$ cat config.mk
export PLATFORM = sky130hd
export DESIGN_NAME = bus_demux4
export DESIGN_NICKNAME = d
export VERILOG_FILES = /design/src/rtl/bus_pkg.sv /design/src/rtl/mux4.sv /design/src/rtl/bus_demux4.sv
export SDC_FILE = /design/constraint.sdc
export NUM_CORES = 1
export LEC_CHECK = 0
export BUFFER_PORTS_ARGS = -buffer_cell sky130_fd_sc_hd__buf_4
export CAP_MARGIN = 20
export CORE_AREA = 2 2 116 118
export CTS_CLUSTER_DIAMETER = 150
export CTS_CLUSTER_SIZE = 16
export DETAILED_ROUTE_END_ITERATION = 6
export DIE_AREA = 0 0 118 120
export PLACE_DENSITY = 0.71
export REMOVE_ABC_BUFFERS = 1
export SLEW_MARGIN = 0
export SYNTH_ARGS = -nofsm -noshare
export SYNTH_HDL_FRONTEND = slang
export SYNTH_SLANG_ARGS = --single-unit
$ cat constraint.sdc
create_clock -name clk -period 5.3 [get_ports clk]
set_clock_uncertainty 0.15 [all_clocks]
set_input_delay 0.265 -clock clk [delete_from_list [all_inputs] [get_ports clk]]
set_output_delay 0.265 -clock clk [all_outputs]
set_load 0.05 [all_outputs]
$ cat src/rtl/bus_pkg.sv
// Shared types and constants for the single-master, four-slave request demultiplexer.
package bus_pkg;

  typedef enum logic [1:0] {
    ST_IDLE = 2'd0,
    ST_BUSY = 2'd1,
    ST_RESP = 2'd2
  } state_t;

  localparam int SEL_W       = 2;
  localparam int TIMEOUT_DEF = 15;
  localparam int ERR_RDATA   = 0;

endpackage

$ cat src/rtl/mux4.sv
// Four-input data selector; purely combinational, no flow control.
module mux4 #(
  parameter int WIDTH = 32
) (
  input  logic [1:0]       s,
  input  logic [WIDTH-1:0] d0,
  input  logic [WIDTH-1:0] d1,
  input  logic [WIDTH-1:0] d2,
  input  logic [WIDTH-1:0] d3,
  output logic [WIDTH-1:0] y
);

  always_comb begin
    case (s)
      2'd0:    y = d0;
      2'd1:    y = d1;
      2'd2:    y = d2;
      default: y = d3;
    endcase
  end

endmodule

$ cat src/rtl/bus_demux4.sv
// One-outstanding request demux to four slaves; response 2 cycles after request with a zero-wait slave.
// The master is held off by ignoring m_req outside IDLE; a stalled slave is abandoned after TIMEOUT cycles.
module bus_demux4
  import bus_pkg::*;
#(
  parameter int WIDTH   = 32,
  parameter int ADDR_W  = 32,
  parameter int SEL_LSB = 12,
  parameter int TIMEOUT = TIMEOUT_DEF
) (
  input  logic              clk,
  input  logic              reset,
  input  logic              m_req,
  input  logic              m_we,
  input  logic [ADDR_W-1:0] m_addr,
  input  logic [WIDTH-1:0]  m_wdata,
  output logic              m_ack,
  output logic              m_err,
  output logic [WIDTH-1:0]  m_rdata,
  output logic [3:0]        s_req,
  output logic              s_we,
  output logic [ADDR_W-1:0] s_addr,
  output logic [WIDTH-1:0]  s_wdata,
  input  logic [3:0]        s_ack,
  input  logic [WIDTH-1:0]  s_rdata0,
  input  logic [WIDTH-1:0]  s_rdata1,
  input  logic [WIDTH-1:0]  s_rdata2,
  input  logic [WIDTH-1:0]  s_rdata3
);

  // Counter value seen during the last BUSY cycle before the timeout fires.
  localparam logic [7:0] CNT_LAST = 8'(TIMEOUT - 1);

  state_t             state_q, state_d;
  logic [SEL_W-1:0]   sel_q, sel_d;
  logic [7:0]         cnt_q, cnt_d;
  logic               we_q, we_d;
  logic [ADDR_W-1:0]  addr_q, addr_d;
  logic [WIDTH-1:0]   wdata_q, wdata_d;
  logic [WIDTH-1:0]   rdata_q, rdata_d;
  logic               err_q, err_d;
  logic [WIDTH-1:0]   sel_rdata;

  mux4 #(.WIDTH(WIDTH)) u_rdata_mux (
    .s  (sel_q),
    .d0 (s_rdata0),
    .d1 (s_rdata1),
    .d2 (s_rdata2),
    .d3 (s_rdata3),
    .y  (sel_rdata)
  );

  always_comb begin
    state_d = state_q;
    sel_d   = sel_q;
    cnt_d   = cnt_q;
    we_d    = we_q;
    addr_d  = addr_q;
    wdata_d = wdata_q;
    rdata_d = rdata_q;
    err_d   = err_q;
    case (state_q)
      ST_IDLE: begin
        if (m_req) begin
          sel_d   = m_addr[SEL_LSB +: SEL_W];
          we_d    = m_we;
          addr_d  = m_addr;
          wdata_d = m_wdata;
          cnt_d   = 8'd0;
          state_d = ST_BUSY;
        end
      end
      ST_BUSY: begin
        cnt_d = cnt_q + 8'd1;
        // The ack is checked first so it wins on the final allowed cycle.
        if (s_ack[sel_q]) begin
          rdata_d = sel_rdata;
          err_d   = 1'b0;
          state_d = ST_RESP;
        end else if (cnt_q == CNT_LAST) begin
          rdata_d = WIDTH'(ERR_RDATA);
          err_d   = 1'b1;
          state_d = ST_RESP;
        end
      end
      ST_RESP: state_d = ST_IDLE;
      default: state_d = ST_IDLE;
    endcase
  end

  always_ff @(posedge clk) begin
    if (reset) begin
      state_q <= ST_IDLE;
      sel_q   <= '0;
      cnt_q   <= '0;
      we_q    <= 1'b0;
      addr_q  <= '0;
      wdata_q <= '0;
      rdata_q <= '0;
      err_q   <= 1'b0;
    end else begin
      state_q <= state_d;
      sel_q   <= sel_d;
      cnt_q   <= cnt_d;
      we_q    <= we_d;
      addr_q  <= addr_d;
      wdata_q <= wdata_d;
      rdata_q <= rdata_d;
      err_q   <= err_d;
    end
  end

  assign m_ack   = (state_q == ST_RESP);
  assign m_err   = err_q;
  assign m_rdata = rdata_q;
  assign s_req   = (state_q == ST_BUSY) ? (4'b0001 << sel_q) : 4'b0000;
  assign s_we    = we_q;
  assign s_addr  = addr_q;
  assign s_wdata = wdata_q;

endmodule

Word-level counts from Yosys, hierarchy flattened
Cells that the tools add are included.
{"block": "word_totals", "reg_bits": 110, "input_bits": 200, "output_inout_bits": 103, "word_cells": 40}
{"block": "classes", "addsub": 1, "magnitude_cmp": 1, "n_eq_ne": 7, "shifts": 1, "muxes": 14, "reduce_logical": 8}
{"cell": "32-bit case mux with 3 select lines", "count": 1}
{"cell": "32-bit 2-to-1 mux", "count": 2}
{"cell": "8-bit case mux with 2 select lines", "count": 1}
{"cell": "8-bit by 1-bit adder with 8-bit output (second input constant)", "count": 1}
{"cell": "8-bit by 4-bit equality test with 1-bit output (second input constant)", "count": 1}
{"cell": "8-bit 2-to-1 mux", "count": 1}
{"cell": "2-bit AND reduction", "count": 4}
{"cell": "2-bit 2-to-1 mux", "count": 3}
{"cell": "2-bit by 1-bit equality test with 1-bit output (second input constant)", "count": 2}
{"cell": "2-bit equality test (second input constant)", "count": 2}
{"cell": "2-bit logical NOT", "count": 2}
{"cell": "4-bit 2-to-1 mux", "count": 1}
{"cell": "2-bit case mux with 2 select lines", "count": 1}
{"cell": "2-bit nonzero test", "count": 2}
{"cell": "1-bit by 2-bit << shifter with 4-bit output (first input constant)", "count": 1}
{"cell": "2-bit by 3-bit less-than comparator with 1-bit output (second input constant)", "count": 1}
{"cell": "1-bit 2-to-1 mux", "count": 3}
{"cell": "3-bit != test (second input constant)", "count": 1}
{"cell": "1-bit binary-select mux with 2-bit select", "count": 1}
{"cell": "2-bit != test (second input constant)", "count": 1}

Logic depth before layout (Yosys ltp)
{"block": "depth", "ltp_word": 4, "mapped_depth": 7, "depth_no_buf": 5}

Cells and area by module
A second synthesis with hierarchy kept.
{"block": "unflattened", "cells_unflattened": 536, "area_unflattened_um2": 4805.9}
{"mod": "bus_demux4", "n_inst": 1, "cells_each": 497, "area_each_um2": 3991.3, "seq_area_each_um2": 2162.1}
{"mod": "mux4", "n_inst": 1, "cells_each": 39, "area_each_um2": 814.5, "seq_area_each_um2": 0.0}

Worst setup path after synthesis
Ideal clock, no wire load.
{"block": "synth_timing", "kind": "register to output", "startpoint": "register sel_q[0]", "endpoint": "output s_req[1]", "arrival_ps": 1892, "required_time_ps": 4885, "slack_ps": 2993, "stages_incl_launch_ff": 5, "path_buffers": 2, "path_cell_list": "dfxtp_1 -> buf_6 -> buf_2 -> inv_1 -> nor2_1"}
{"block": "synth_via", "elab_chain_cells": 2}
{"element": "start: declaration", "line_no": "bus_demux4.sv:35", "rtl": "logic [SEL_W-1:0] sel_q, sel_d;"}
{"element": "start signal: assignment", "line_no": "bus_demux4.sv:103", "rtl": "sel_q <= sel_d;"}
{"element": "1-bit by 2-bit << shifter with 4-bit output", "line_no": "bus_demux4.sv:116", "rtl": "assign s_req = (state_q == ST_BUSY) ? (4'b0001 << sel_q) : 4'b0000;"}
{"element": "4-bit 2-to-1 mux", "line_no": "bus_demux4.sv:116"}
{"element": "end: declaration", "line_no": "bus_demux4.sv:20", "rtl": "output logic [3:0] s_req,"}
No other way between the ends.

==> impl_results.rst <==
.. list-table::
   :header-rows: 1

   * - Metric
     - Value
   * - Cells along the critical path
     - nand3b_1 -> o22ai_4 -> and2b_1 -> a22o_1
   * - Largest voltage drop on the vdd net
     - 0.281 mV
   * - Worst hold path type
     - in2reg
   * - Gr usage total
     - 0.224
   * - Count of buffering cells on the critical path with inverters included
     - 0
   * - CP Data Required Time
     - 5.44 ns
   * - Routed len/inst
     - 16.8 um
   * - Vias
     - 4850
   * - Share of the yosys chip area belonging to registers
     - 0.473
   * - Final cycle utilization of the critical path
     - 0.551
   * - Total global routing overflow
     - 0
   * - Number of antenna violations at the first check in global routing
     - 0
   * - Startpoint type of the worst setup path
     - register
   * - List of most frequent post-synthesis cells
     - 131 x sky130_fd_sc_hd__nand2_1, 108 x sky130_fd_sc_hd__dfxtp_1, 71 x sky130_fd_sc_hd__a21oi_1
   * - Slowest CP cell
     - sky130_fd_sc_hd__dfxtp_2
   * - Post-synth EDFFs
     - 0
   * - Top-count cell post-synth
     - sky130_fd_sc_hd__nand2_1
   * - DIE WIDTH
     - 118 um
   * - Number of core rows
     - 42
   * - Area post-placement
     - 0.00691 mm^2
   * - Share of the synthesized area in the top cell type
     - 0.473
   * - Clock tree sinks
     - 108
   * - Synthesis warning total
     - 0
   * - Port Buffers
     - 302
   * - GPL Wtd Cong
     - 0.881
   * - Ports placed on the boundary
     - 303
   * - Die area
     - 0.0142 mm^2
   * - Floorplan core area
     - 0.0130 mm^2
   * - Synth Flop Type
     - sky130_fd_sc_hd__dfxtp_1
   * - Number of design rule violations left after detail routing
     - 0
   * - Area growth from synthesis to final layout
     - 68.1%
   * - Nature of the critical path endpoint
     - register
   * - Number of nets with antenna violations after routing
     - 0
   * - Setup TNS after final layout
     - 0 ns
   * - Fin cells
     - 972
   * - Async set-or-reset flop fraction in the synthesized netlist
     - 0
   * - Gate count of the mapped netlist
     - 467
   * - Synth top area cells
     - sky130_fd_sc_hd__dfxtp_1 47%, sky130_fd_sc_hd__mux4_2 16%, sky130_fd_sc_hd__nand2_1 11%
   * - Worst hold slack
     - 0.0177 ns
   * - Delay of the slowest critical-path stage
     - 0.90 ns
   * - Final critical path time including I/O delays and setup
     - 2.92 ns
   * - Maximum Capacitance Violations
     - 0
   * - Vias in the first global route
     - 4860
   * - Final Net Count
     - 993
   * - Kind of critical path
     - reg2reg
   * - Detail-routed via count per cell
     - 4.99
   * - Synth Register Bits
     - 108
   * - Max Clock Freq
     - 343 MHz
   * - Worst-skew pair later-pin latency
     - 0.35 ns
   * - Measured slew at the worst slew-check pin
     - 1.10 ns
   * - Length of the first detailed-routing pass in iterations
     - 4
   * - Depth of the CTS H-tree
     - 3
   * - Dpl hpwl
     - 11800 um
   * - First-pass GRT wire length
     - 24600 um
   * - Initial core utilization
     - 0.352
   * - Drt first-iter violations
     - 345
   * - Share of layout cells above drive strength 1
     - 0.459
   * - Synthesized cell area
     - 0.00457 mm^2
   * - CP Max Fanout
     - 37
   * - Worst path arrival time
     - 3.06 ns
   * - Deepest clock path buffer count
     - 2
   * - RSZ-0062 raised after global routing
     - no
   * - Area of all placed cells without fillers
     - 0.00768 mm^2
   * - Setup repair bufs after CTS
     - 0
   * - Final number of setup-violating endpoints
     - 0
   * - Root buf cell
     - sky130_fd_sc_hd__clkbuf_16
   * - Average instance area after synthesis
     - 9.78 um^2
   * - Total power divided by cell area
     - 280 mW/mm^2
   * - Static Leak
     - 3.43 nW
   * - CTS Buf Count
     - 9
   * - Area of all sequential standard cells
     - 0.00216 mm^2
   * - Library cell with the largest summed area after synthesis
     - sky130_fd_sc_hd__dfxtp_1
   * - Outcome
     - completed
   * - Total detailed-routing wirelength
     - 16300 um
   * - Worst rel slew slack
     - 0.263
   * - Largest net degree at the start of global routing
     - 81
   * - TritonCTS clock tree
     - yes
   * - Fin. Hold Viols
     - 0
   * - Worst-path clk slew
     - 0.08 ns
   * - Die outline height
     - 120 um
   * - Antenna Diode Count
     - 0
   * - Slew Viols, Final
     - 0
   * - Inst Count DP
     - 910
   * - Number of distinct library cells after synthesis
     - 37
   * - Number of fill cells
     - 1065
   * - Multi-input combinational cell area
     - 0.00222 mm^2
   * - Family with the most delay on the worst path
     - simple AND/OR/NAND/NOR gates
==> layer usage <==
layer | share of wire | GRT usage
met1 | 0.37 | 0.236
met2 | 0.51 | 0.403
met3 | 0.088 | 0.0822
met5 | 0 | 0
met4 | 0.034 | 0.0934
==> worst paths after layout <==
| check | startpoint | endpoint | slack, ns | cells past startpoint |
|---|---|---|---|---|
| worst max-delay path | s_addr[13] | m_rdata[30] | 2.38 | 4 |
| worst min-delay path | m_we | s_we | 0.02 | 3 |
| worst max register to register | s_addr[13] | m_rdata[30] | 2.38 | 4 |
| worst min register to register | s_addr[28] | s_addr[28] | 0.31 | 2 |
==> worst reg2reg max path, delay by kind of cell, from the launching register on <==
family / cells / cell delay, ns
flip-flops: 1 / 0.90
AND/OR/NAND/NOR: 2 / 1.23
AO/OA/AOI/OAI: 2 / 0.59
==> cell families after synthesis <==
| family | Yosys count | synth area share |
|---|---|---|
| buf+inv | 41 | 0.0433 |
| simple gates | 170 | 0.157 |
| compound gates | 110 | 0.153 |
| mux | 36 | 0.168 |
| flops | 108 | 0.473 |
| fa+ha+maj | 2 | 0.00548 |
==> flip-flops by register name (all words and copies together), names as in the netlist <==
register and cells:
cnt_q 8, m_err 1, m_rdata 32, s_addr 31
s_wdata 32, s_we 1, sel_q 1, state_q 2
==> power by group <==
| part | internal [mW] | switching [mW] | total, mW |
|---|---|---|---|
| Combinational | 0.261 | 0.324 | 0.585 |
| Sequential | 0.860 | 0.0359 | 0.896 |
| Clock | 0.342 | 0.323 | 0.665 |
| Total | 1.46 | 0.683 | 2.15 |
==> area by class of cell <==
cell class	count	share of cell area
clock buffers	10	0.0311
clock inverters	6	0.00701
multi-input cells	318	0.289
repair buffers	352	0.361
well taps	176	0.0287
inverters	2	0.000978
flip-flops and latches	108	0.282
==> layout by cell type, fill, tap and decap left out, types with 2 or more instances in the layout <==
cell	count
sky130_fd_sc_hd__ha_1	2
sky130_fd_sc_hd__nand4b_1	2
sky130_fd_sc_hd__mux2_2	2
sky130_fd_sc_hd__clkbuf_16	10
sky130_fd_sc_hd__dfxtp_2	2
sky130_fd_sc_hd__a21oi_1	71
sky130_fd_sc_hd__nand3_1	3
sky130_fd_sc_hd__buf_4	306
sky130_fd_sc_hd__inv_1	2
sky130_fd_sc_hd__nor2_1	15
sky130_fd_sc_hd__dfxtp_1	106
sky130_fd_sc_hd__o31ai_1	2
sky130_fd_sc_hd__mux4_2	32
sky130_fd_sc_hd__dlygate4sd3_1	45
sky130_fd_sc_hd__nand4_1	4
sky130_fd_sc_hd__and3_1	2
sky130_fd_sc_hd__a22o_1	32
sky130_fd_sc_hd__a211oi_1	2
sky130_fd_sc_hd__inv_6	2
sky130_fd_sc_hd__nor2b_1	2
sky130_fd_sc_hd__nand2_1	131
sky130_fd_sc_hd__inv_8	2
==> metrics by stage <==
| step | setup WS (ns) | power [mW] | utilization |
|---|---|---|---|
| after global routing | 2.17 | 2.24 | 0.591 |
| after CTS | 2.35 | 2.16 | 0.590 |
| after detailed placement | 2.38 | 1.47 | 0.532 |
| final | 2.38 | 2.15 | 0.591 |
| after floorplan | 0.589 | 1.23 | - |
| after global placement | 2.53 | 1.46 | 0.532 |
==> repair_timing <==
item,CTS,global route
gates resized for setup,0,0
hold endpoints to repair,45,0
endpoints found under the setup margin,0,0
hold buffers,45,0
No activity file was read; power rests on OpenSTA's default activity.
